### src/rtl/uart_cmd_pkg.sv
// rtl/uart_cmd_pkg.sv - shared state type and constants for the UART command controller
package uart_cmd_pkg;

  localparam int ADDR_W = 8;
  localparam int DATA_W = 8;
  localparam logic [DATA_W-1:0] SYNC_BYTE = 8'hA5;

  typedef enum logic [2:0] {
    S_IDLE,
    S_ADDR,
    S_LEN,
    S_DATA,
    S_CSUM,
    S_ISSUE
  } state_e;

endpackage

### src/rtl/uart_cmd_buf.sv
// rtl/uart_cmd_buf.sv - payload buffer, synchronous write and asynchronous read
module uart_cmd_buf
  import uart_cmd_pkg::*;
#(
  parameter int DEPTH = 16,
  parameter int IW    = 4
) (
  input  logic              i_clk,
  input  logic              i_we,
  input  logic [IW-1:0]     i_waddr,
  input  logic [DATA_W-1:0] i_wdata,
  input  logic [IW-1:0]     i_raddr,
  output logic [DATA_W-1:0] o_rdata
);

  // No reset: contents are only read after being written by the current frame.
  logic [DATA_W-1:0] mem_q [DEPTH];

  always_ff @(posedge i_clk) begin
    if (i_we) mem_q[i_waddr] <= i_wdata;
  end

  assign o_rdata = mem_q[i_raddr];

endmodule

### src/rtl/uart_cmd_controller.sv
// rtl/uart_cmd_controller.sv - UART frame parser issuing buffered register writes
// Optional checksum byte and compare enabled by UART_CMD_CHECKSUM_EN.
module uart_cmd_controller
  import uart_cmd_pkg::*;
#(
  parameter int MAX_LEN        = 16,
  parameter int TIMEOUT_CYCLES = 12000
) (
  input  logic              i_clk,
  input  logic              i_rst_n,
  input  logic              i_stb,
  input  logic [DATA_W-1:0] i_data,
  output logic              o_wr_valid,
  output logic [ADDR_W-1:0] o_wr_addr,
  output logic [DATA_W-1:0] o_wr_data,
  input  logic              i_wr_ready,
  output logic              o_busy,
  output logic              o_frame_ok,
  output logic              o_frame_err,
  output logic              o_overrun
);

  localparam int IW = (MAX_LEN > 1) ? $clog2(MAX_LEN) : 1;
  localparam int CW = $clog2(TIMEOUT_CYCLES + 1);
  localparam logic [7:0]    MAX_LEN_B = 8'(MAX_LEN);
  localparam logic [CW-1:0] TMO_LAST  = CW'(TIMEOUT_CYCLES - 1);

  state_e            state_q;
  logic [ADDR_W-1:0] base_q;
  logic [ADDR_W-1:0] addr_q;
  logic [7:0]        len_q;
  logic [7:0]        idx_q;
  logic [CW-1:0]     cnt_q;
  logic              wr_valid_q;
  logic              frame_ok_q;
  logic              frame_err_q;
  logic              overrun_q;
`ifdef UART_CMD_CHECKSUM_EN
  logic [DATA_W-1:0] csum_q;
`endif

  logic              parsing;
  logic              timeout;
  logic [DATA_W-1:0] rd_data;

  assign parsing = (state_q != S_IDLE) && (state_q != S_ISSUE);
  assign timeout = parsing && !i_stb && (cnt_q == TMO_LAST);

  uart_cmd_buf #(
    .DEPTH (MAX_LEN),
    .IW    (IW)
  ) u_buf (
    .i_clk   (i_clk),
    .i_we    ((state_q == S_DATA) && i_stb),
    .i_waddr (idx_q[IW-1:0]),
    .i_wdata (i_data),
    .i_raddr (idx_q[IW-1:0]),
    .o_rdata (rd_data)
  );

  always_ff @(posedge i_clk) begin
    if (!i_rst_n) begin
      state_q     <= S_IDLE;
      base_q      <= '0;
      addr_q      <= '0;
      len_q       <= '0;
      idx_q       <= '0;
      cnt_q       <= '0;
      wr_valid_q  <= 1'b0;
      frame_ok_q  <= 1'b0;
      frame_err_q <= 1'b0;
      overrun_q   <= 1'b0;
`ifdef UART_CMD_CHECKSUM_EN
      csum_q      <= '0;
`endif
    end else begin
      frame_ok_q  <= 1'b0;
      frame_err_q <= 1'b0;
      overrun_q   <= 1'b0;

      if (parsing && !i_stb) cnt_q <= cnt_q + 1'b1;
      else                   cnt_q <= '0;

      if (timeout) begin
        frame_err_q <= 1'b1;
        state_q     <= S_IDLE;
      end else begin
        case (state_q)
          S_IDLE: begin
            if (i_stb && (i_data == SYNC_BYTE)) begin
              state_q <= S_ADDR;
`ifdef UART_CMD_CHECKSUM_EN
              csum_q  <= '0;
`endif
            end
          end
          S_ADDR: begin
            if (i_stb) begin
              base_q  <= i_data;
              state_q <= S_LEN;
`ifdef UART_CMD_CHECKSUM_EN
              csum_q  <= csum_q ^ i_data;
`endif
            end
          end
          S_LEN: begin
            if (i_stb) begin
              if ((i_data == 8'd0) || (i_data > MAX_LEN_B)) begin
                frame_err_q <= 1'b1;
                state_q     <= S_IDLE;
              end else begin
                len_q   <= i_data;
                idx_q   <= '0;
                state_q <= S_DATA;
              end
`ifdef UART_CMD_CHECKSUM_EN
              csum_q <= csum_q ^ i_data;
`endif
            end
          end
          S_DATA: begin
            if (i_stb) begin
`ifdef UART_CMD_CHECKSUM_EN
              csum_q <= csum_q ^ i_data;
`endif
              if (idx_q == len_q - 8'd1) begin
`ifdef UART_CMD_CHECKSUM_EN
                state_q    <= S_CSUM;
`else
                state_q    <= S_ISSUE;
                idx_q      <= '0;
                addr_q     <= base_q;
                wr_valid_q <= 1'b1;
`endif
              end else begin
                idx_q <= idx_q + 8'd1;
              end
            end
          end
`ifdef UART_CMD_CHECKSUM_EN
          S_CSUM: begin
            if (i_stb) begin
              if (i_data == csum_q) begin
                state_q    <= S_ISSUE;
                idx_q      <= '0;
                addr_q     <= base_q;
                wr_valid_q <= 1'b1;
              end else begin
                frame_err_q <= 1'b1;
                state_q     <= S_IDLE;
              end
            end
          end
`endif
          S_ISSUE: begin
            // Bytes arriving while writes drain are discarded, never parsed.
            if (i_stb) overrun_q <= 1'b1;
            if (i_wr_ready) begin
              if (idx_q == len_q - 8'd1) begin
                wr_valid_q <= 1'b0;
                frame_ok_q <= 1'b1;
                state_q    <= S_IDLE;
              end else begin
                idx_q  <= idx_q + 8'd1;
                addr_q <= addr_q + 8'd1;
              end
            end
          end
          default: state_q <= S_IDLE;
        endcase
      end
    end
  end

  assign o_wr_valid  = wr_valid_q;
  assign o_wr_addr   = addr_q;
  assign o_wr_data   = wr_valid_q ? rd_data : '0;
  assign o_busy      = (state_q != S_IDLE);
  assign o_frame_ok  = frame_ok_q;
  assign o_frame_err = frame_err_q;
  assign o_overrun   = overrun_q;

endmodule

### config.mk
export PLATFORM = sky130hd
export DESIGN_NAME = uart_cmd_controller
export DESIGN_NICKNAME = d
export VERILOG_FILES = /design/src/rtl/uart_cmd_pkg.sv /design/src/rtl/uart_cmd_buf.sv /design/src/rtl/uart_cmd_controller.sv
export SDC_FILE = /design/constraint.sdc
export NUM_CORES = 1
export LEC_CHECK = 0
export CORE_MARGIN = 3
export CORE_UTILIZATION = 30
export CTS_CLUSTER_SIZE = 16
export DETAILED_ROUTE_END_ITERATION = 12
export MAX_ROUTING_LAYER = met4
export PLACE_DENSITY = 0.46
export SLEW_MARGIN = 40
export SYNTH_ARGS = -nofsm -noshare
export SYNTH_HDL_FRONTEND = slang
export SYNTH_SLANG_ARGS = --single-unit
### constraint.sdc
create_clock -name i_clk -period 2.7 [get_ports i_clk]
set_clock_uncertainty 0.05 [all_clocks]
set_input_delay 0.54 -clock i_clk [delete_from_list [all_inputs] [get_ports i_clk]]
set_output_delay 0.54 -clock i_clk [all_outputs]
set_load 0.005 [all_outputs]
**Word level (Yosys, flattened, before mapping)**

Memories as Yosys holds them, arrays and structs flattened. A register that Yosys moved wholly into a read port is not among the register bits.
Index checks and enable logic that the tools add are counted.

- Bits in registers: 53
- Bits in latches: 0
- Memory bits (writable): 128
- ROM bits: 0
- Input bits: 12
- Output and inout bits: 21
- Word-level logic and storage cells: 97
- Memories kept: 1

Memory list:

| memory | words | bits a word | read ports | clocked after memory_dff | write ports | line | source |
|---|---|---|---|---|---|---|---|
| u_buf.mem_q | 16 | 8 | 1 | 1 | 1 | uart_cmd_buf.sv:17 | `logic [DATA_W-1:0] mem_q [DEPTH];` |

- Add/sub/neg operators: 4
- $mul: 0
- Div/mod/pow operators: 0
- Order comparisons: 1
- Equal/unequal tests: 17
- Shifts and indexed selects: 0
- Multiplexer cells: 37
- Bitwise gates (word level): 5
- Reductions and logical operators: 22

Operators with widths:

| cell | number |
|---|---|
| 2-to-1 mux 8 bit | 11 |
| one-hot mux 8 bit (3 select lines) | 1 |
| 2-to-1 mux 3 bit | 7 |
| adder 8 x 1 -> 8 bit, second input constant | 2 |
| inequality test 2 bit, second input constant | 8 |
| one-hot mux 8 bit (2 select lines) | 1 |
| one-hot mux 3 bit (5 select lines) | 1 |
| adder 14 x 1 -> 14 bit, second input constant | 1 |
| == test 14 bit, second input constant | 1 |
| AND reduction 7 bit | 2 |
| 2-to-1 mux 1 bit | 12 |
| AND reduction 6 bit | 2 |
| == test 8 bit | 1 |
| == test 8 bit, second input constant | 1 |
| > comparator 8 x 5 -> 1 bit, second input constant | 1 |
| zero test 8 bit | 1 |
| 2-to-1 mux 4 bit | 2 |
| subtractor 8 x 1 -> 8 bit, second input constant | 1 |
| == test 3 x 2 -> 1 bit, second input constant | 2 |
| nonzero test 3 bit | 2 |
| logical AND 1 bit | 5 |
| inverter 1 bit | 5 |
| AND reduction 4 bit | 1 |
| OR reduction 4 bit | 1 |
| 14 further kinds | 14 |

**Logic depth before layout (Yosys ltp)**

Gate-level depths: netlist (run 1).

- Word-level depth: 8
- Gate-level depth with buffers: 9
- Gate-level depth less buffers: 8

**Hierarchy**

A second synthesis (run 1) with hierarchy kept.

- Cells, all modules: 562
- Area, all modules: 7778.7 µm²

Modules (own cells, without submodules):

| module | times used | cells an instance | area an instance (µm²) | sequential area each (µm²) |
|---|---|---|---|---|
| uart_cmd_buf | 1 | 221 | 4987.3 | 3843.7 |
| uart_cmd_controller | 1 | 341 | 2791.4 | 1061.0 |

**Least setup slack after synthesis (run 1)**

Ideal clock, no wire load.

- Path type: reg2out
- Start: register with a tool-made name
- End: output port o_wr_data[0]
- Arrival time: 1951 ps
- Required time: 2110 ps
- Slack: 159 ps
- Cell stages (with the launch flop): 6
- Path buffers: 2
- Cell sequence: dfxtp_1 -> clkbuf_1 -> buf_2 -> mux4_2 -> mux4_2 -> and2_1

RTL lines:

| what | line | source |
|---|---|---|
| end: declaration | uart_cmd_controller.sv:15 | `output logic [DATA_W-1:0] o_wr_data,` |

==> results.toml, run 1 <==
[grt]
grt_antenna_before_repair = 0
grt_pass1_wl_mm = 31.2
grt_max_degree = 23
grt_pass1_vias = 5081
track_usage = 0.150
overflow = 0

[logic_synthesis]
muxShareOfSynthArea = 0.125
synth_fa_ha_area_frac = 0.0111
synth_seq_cells = 185
yosysWarnings = 0
avgSynthCellArea_um2 = 14.0
async_flop_share = 0
synth-compound-area-share = 0.0641
synth_top_family_by_area = "multiplexers"
syn-instance-count = 564
syn-num-nets = 583
synth_xor_area_frac = 0.0266
synth_simple_gate_area_frac = 0.121
yosysSeqAreaShare = 0.630
synthFlopType = "edfxtp_1"
ys_types = 59
synth-edff-count = 128
synth.cell_area_um2 = 7910

[power]
combinationalPowerShare = 0.020
p_sw_frac = 0.240
seqPwrFrac = 0.529
p_sw_uw = 1370
p_leak_uw = 0.00332
p_int_uw = 4340
power.total_uw = 5710
power.share.clock = 0.451
irDropWorstVdd_uv = 312
power_density_nw_per_um2 = 584

[run]
max-cap-violations = 0

[clocking]
cts_made_buffers = 17
hold_buffers = 0
clock-sinks = 185
cts.path.max_buffers = 2
clkTransAtPathRegs_ns = 0.07
cts_tree = "built"
htreeDepth = 4
cts_root_buf = "clkbuf_16"
clk_latency_ns = 0.44

[placement]
dp_hpwl_mm = 13.6
numPortBuffers = 32
globalplace.congestion = 0.845

[timing]
tightest_slew_ns = 0.675
rsz0062_at_grt = "true"
clock.fmax_mhz = 332
setup_viol_count_final = 8
period_needed_ns = 3.02
tns_ns = -2.16
period_share = 1.12
worst_slack_ns = -0.316
final_hold_viol_count = 0
relSlewSlack = 0.549
finalMaxSlewViolations = 0

[final_layout]
drive_gt1_frac = 0.256
nets = 674
fin_util = 0.383
synthToLayoutAreaGrowth_pct = 23.7
antenna-diode-count = 0

[outcome]
status = "complete, but fails checks"
violations = "setup timing"

[hold_path]
min_from = "base_q[3]"
min_path_type = "reg2reg"
holdPathStages = 2

[route]
vias = 5071
via_per_inst = 5.08
wl_mm = 20.0
firstDrtPassIters = 5
drc = 0
postRouteAntennaNets = 0
drtIter0Drc = 378
wire_per_inst_um = 20.0

[setup_path]
worstSetupPathType = "reg2out"
regToRegStartpoint = "len_q[0]"
crit_end = "o_wr_data[2]"
setup.worst_path.end_class = "output port"
r2r_slack_ns = 0.23
path_max_fanout = 5
cp.arrival_ns = 2.43
cp_data_required_time_ns = 2.11
rr_worst_depth = 10
start_kind = "flop"

[die]
start_util = 0.310
die_x_um = 168
fp.coreArea_um2 = 25500
dieArea_um2 = 28300
fp.dieH_um = 168
io-pin-count = 33
fp-row-count = 58
## cell families after synthesis
family / after synthesis
flops: 185
simple gates: 184
compound gates: 75
mux: 49
buf+inv: 40
xor+xnor: 24
fa+ha+maj: 7
## worst max-delay path, cell delays in order (launching register included)
cell     delay [ns]
dfxtp_4        0.40
buf_12         0.13
buf_8          0.11
mux4_2         0.53
mux4_2         0.51
and2_4         0.19
buf_6          0.11
## area by class of cell
type | count | area, µm²
clock inverter | 15 | 200
timing repair buffer | 102 | 947
clock buffer | 17 | 425
inverter | 10 | 37.5
multi-input combinational | 339 | 2770
sequential | 185 | 4990
fill | 2406 | 15800
tap | 330 | 413
## worst min-delay path by stage
stage | slack, ns | to
floorplan | 0.39 | base_q[1]
global placement | 0.40 | base_q[3]
detailed placement | 0.40 | base_q[3]
CTS | 0.41 | base_q[3]
global route | 0.44 | base_q[0]
finish | 0.41 | base_q[3]
## placed cells by master, fill, tap and decap left out, types with 17 or more instances in the layout
cell type	count
a21oi_1	21
clkdlybuf4s50_1	24
nand2_1	48
edfxtp_1	128
mux4_2	40
nor2_1	44
buf_4	58
clkbuf_16	17
dfxtp_1	55
## power groups by stage
stage	Clock (µW)	Combinational (µW)	Sequential (µW)
global route	2750	125	3020
finish	2570	115	3020
detailed placement	0	117	3090
floorplan	0	23.9	3090
CTS	2640	118	3020
global placement	0	116	3090
## metrics by stage
step                cells  cell area, µm²  setup WS [ns]  hold slack [ns]
global placement      954            8990         -0.226            0.401
finish                998            9780         -0.316            0.412
detailed placement    954            8990         -0.241            0.401
global route          998            9780         -0.358            0.435
CTS                   995            9750         -0.311            0.412
floorplan             564            7910          0.159            0.387
## cells in the mapped netlist (2+ instances only)
cell / instances / share of area
a2111oi_0: 2 / 0.0022
a21oi_1: 21 / 0.013
a2bb2oi_1: 2 / 0.0022
a31oi_1: 4 / 0.0032
and2_1: 10 / 0.0079
and3_1: 11 / 0.0087
and4_1: 4 / 0.0044
buf_2: 11 / 0.0070
buf_4: 2 / 0.0019
clkbuf_1: 16 / 0.0076
dfxtp_1: 57 / 0.14
edfxtp_1: 128 / 0.49
ha_1: 7 / 0.011
inv_1: 10 / 0.0047
mux2i_1: 8 / 0.010
mux4_2: 40 / 0.11
nand2_1: 48 / 0.023
nand2b_1: 3 / 0.0024
nand3_1: 16 / 0.010
nand3b_1: 2 / 0.0019
nand4_1: 10 / 0.0079
nand4b_1: 2 / 0.0022
nor2_1: 44 / 0.021
nor2b_1: 2 / 0.0016
nor3_1: 10 / 0.0063
nor3b_1: 2 / 0.0019
nor4_1: 2 / 0.0016
o2111ai_1: 3 / 0.0033
o211ai_1: 4 / 0.0038
o21ai_0: 12 / 0.0076
o221a_2: 2 / 0.0028
o22ai_1: 2 / 0.0016
o311ai_0: 4 / 0.0044
o31ai_1: 8 / 0.0076
or2_1: 2 / 0.0016
or2_2: 3 / 0.0024
or3_1: 4 / 0.0032
or4_1: 3 / 0.0028
xnor2_1: 8 / 0.0089
xor2_1: 16 / 0.018
## layer usage
metal / track usage / part of all wire / vias to the layer above
met5: - / 0 / -
met4: 0.0406 / 0.014 / 0
met3: 0.0272 / 0.037 / 18
met2: 0.233 / 0.47 / 109
met1: 0.206 / 0.48 / 2591
li1: - / - / 2353
## state kept, by name, summed over array words and instances, names as in the netlist, named ones only
register,flops
o_wr_addr,8
state_q,3
len_q,8
u_buf.mem_q,128
o_frame_ok,1
cnt_q,14
idx_q,8
o_wr_valid,1
o_overrun,1
o_frame_err,1
base_q,8
## timing repair
action                                  CTS  global route
cloned                                    1             0
buffers inserted                          9             3
resized for setup                        54             4
pin swaps                                 0             1
endpoints found under the setup margin    8            15
(Power assumes the default switching activity.)
==> run 2: changes to the inputs <==
- CAP_MARGIN: default -> 40
==> results of run 2 <==
Same layout as run 1: the final DEF is identical, and so are final timing and power.
==> run 3: changes to the inputs <==
- CTS_CLUSTER_DIAMETER: default -> 60
==> results of run 3 <==
Same layout as run 1: the final DEF is identical, and so are final timing and power.
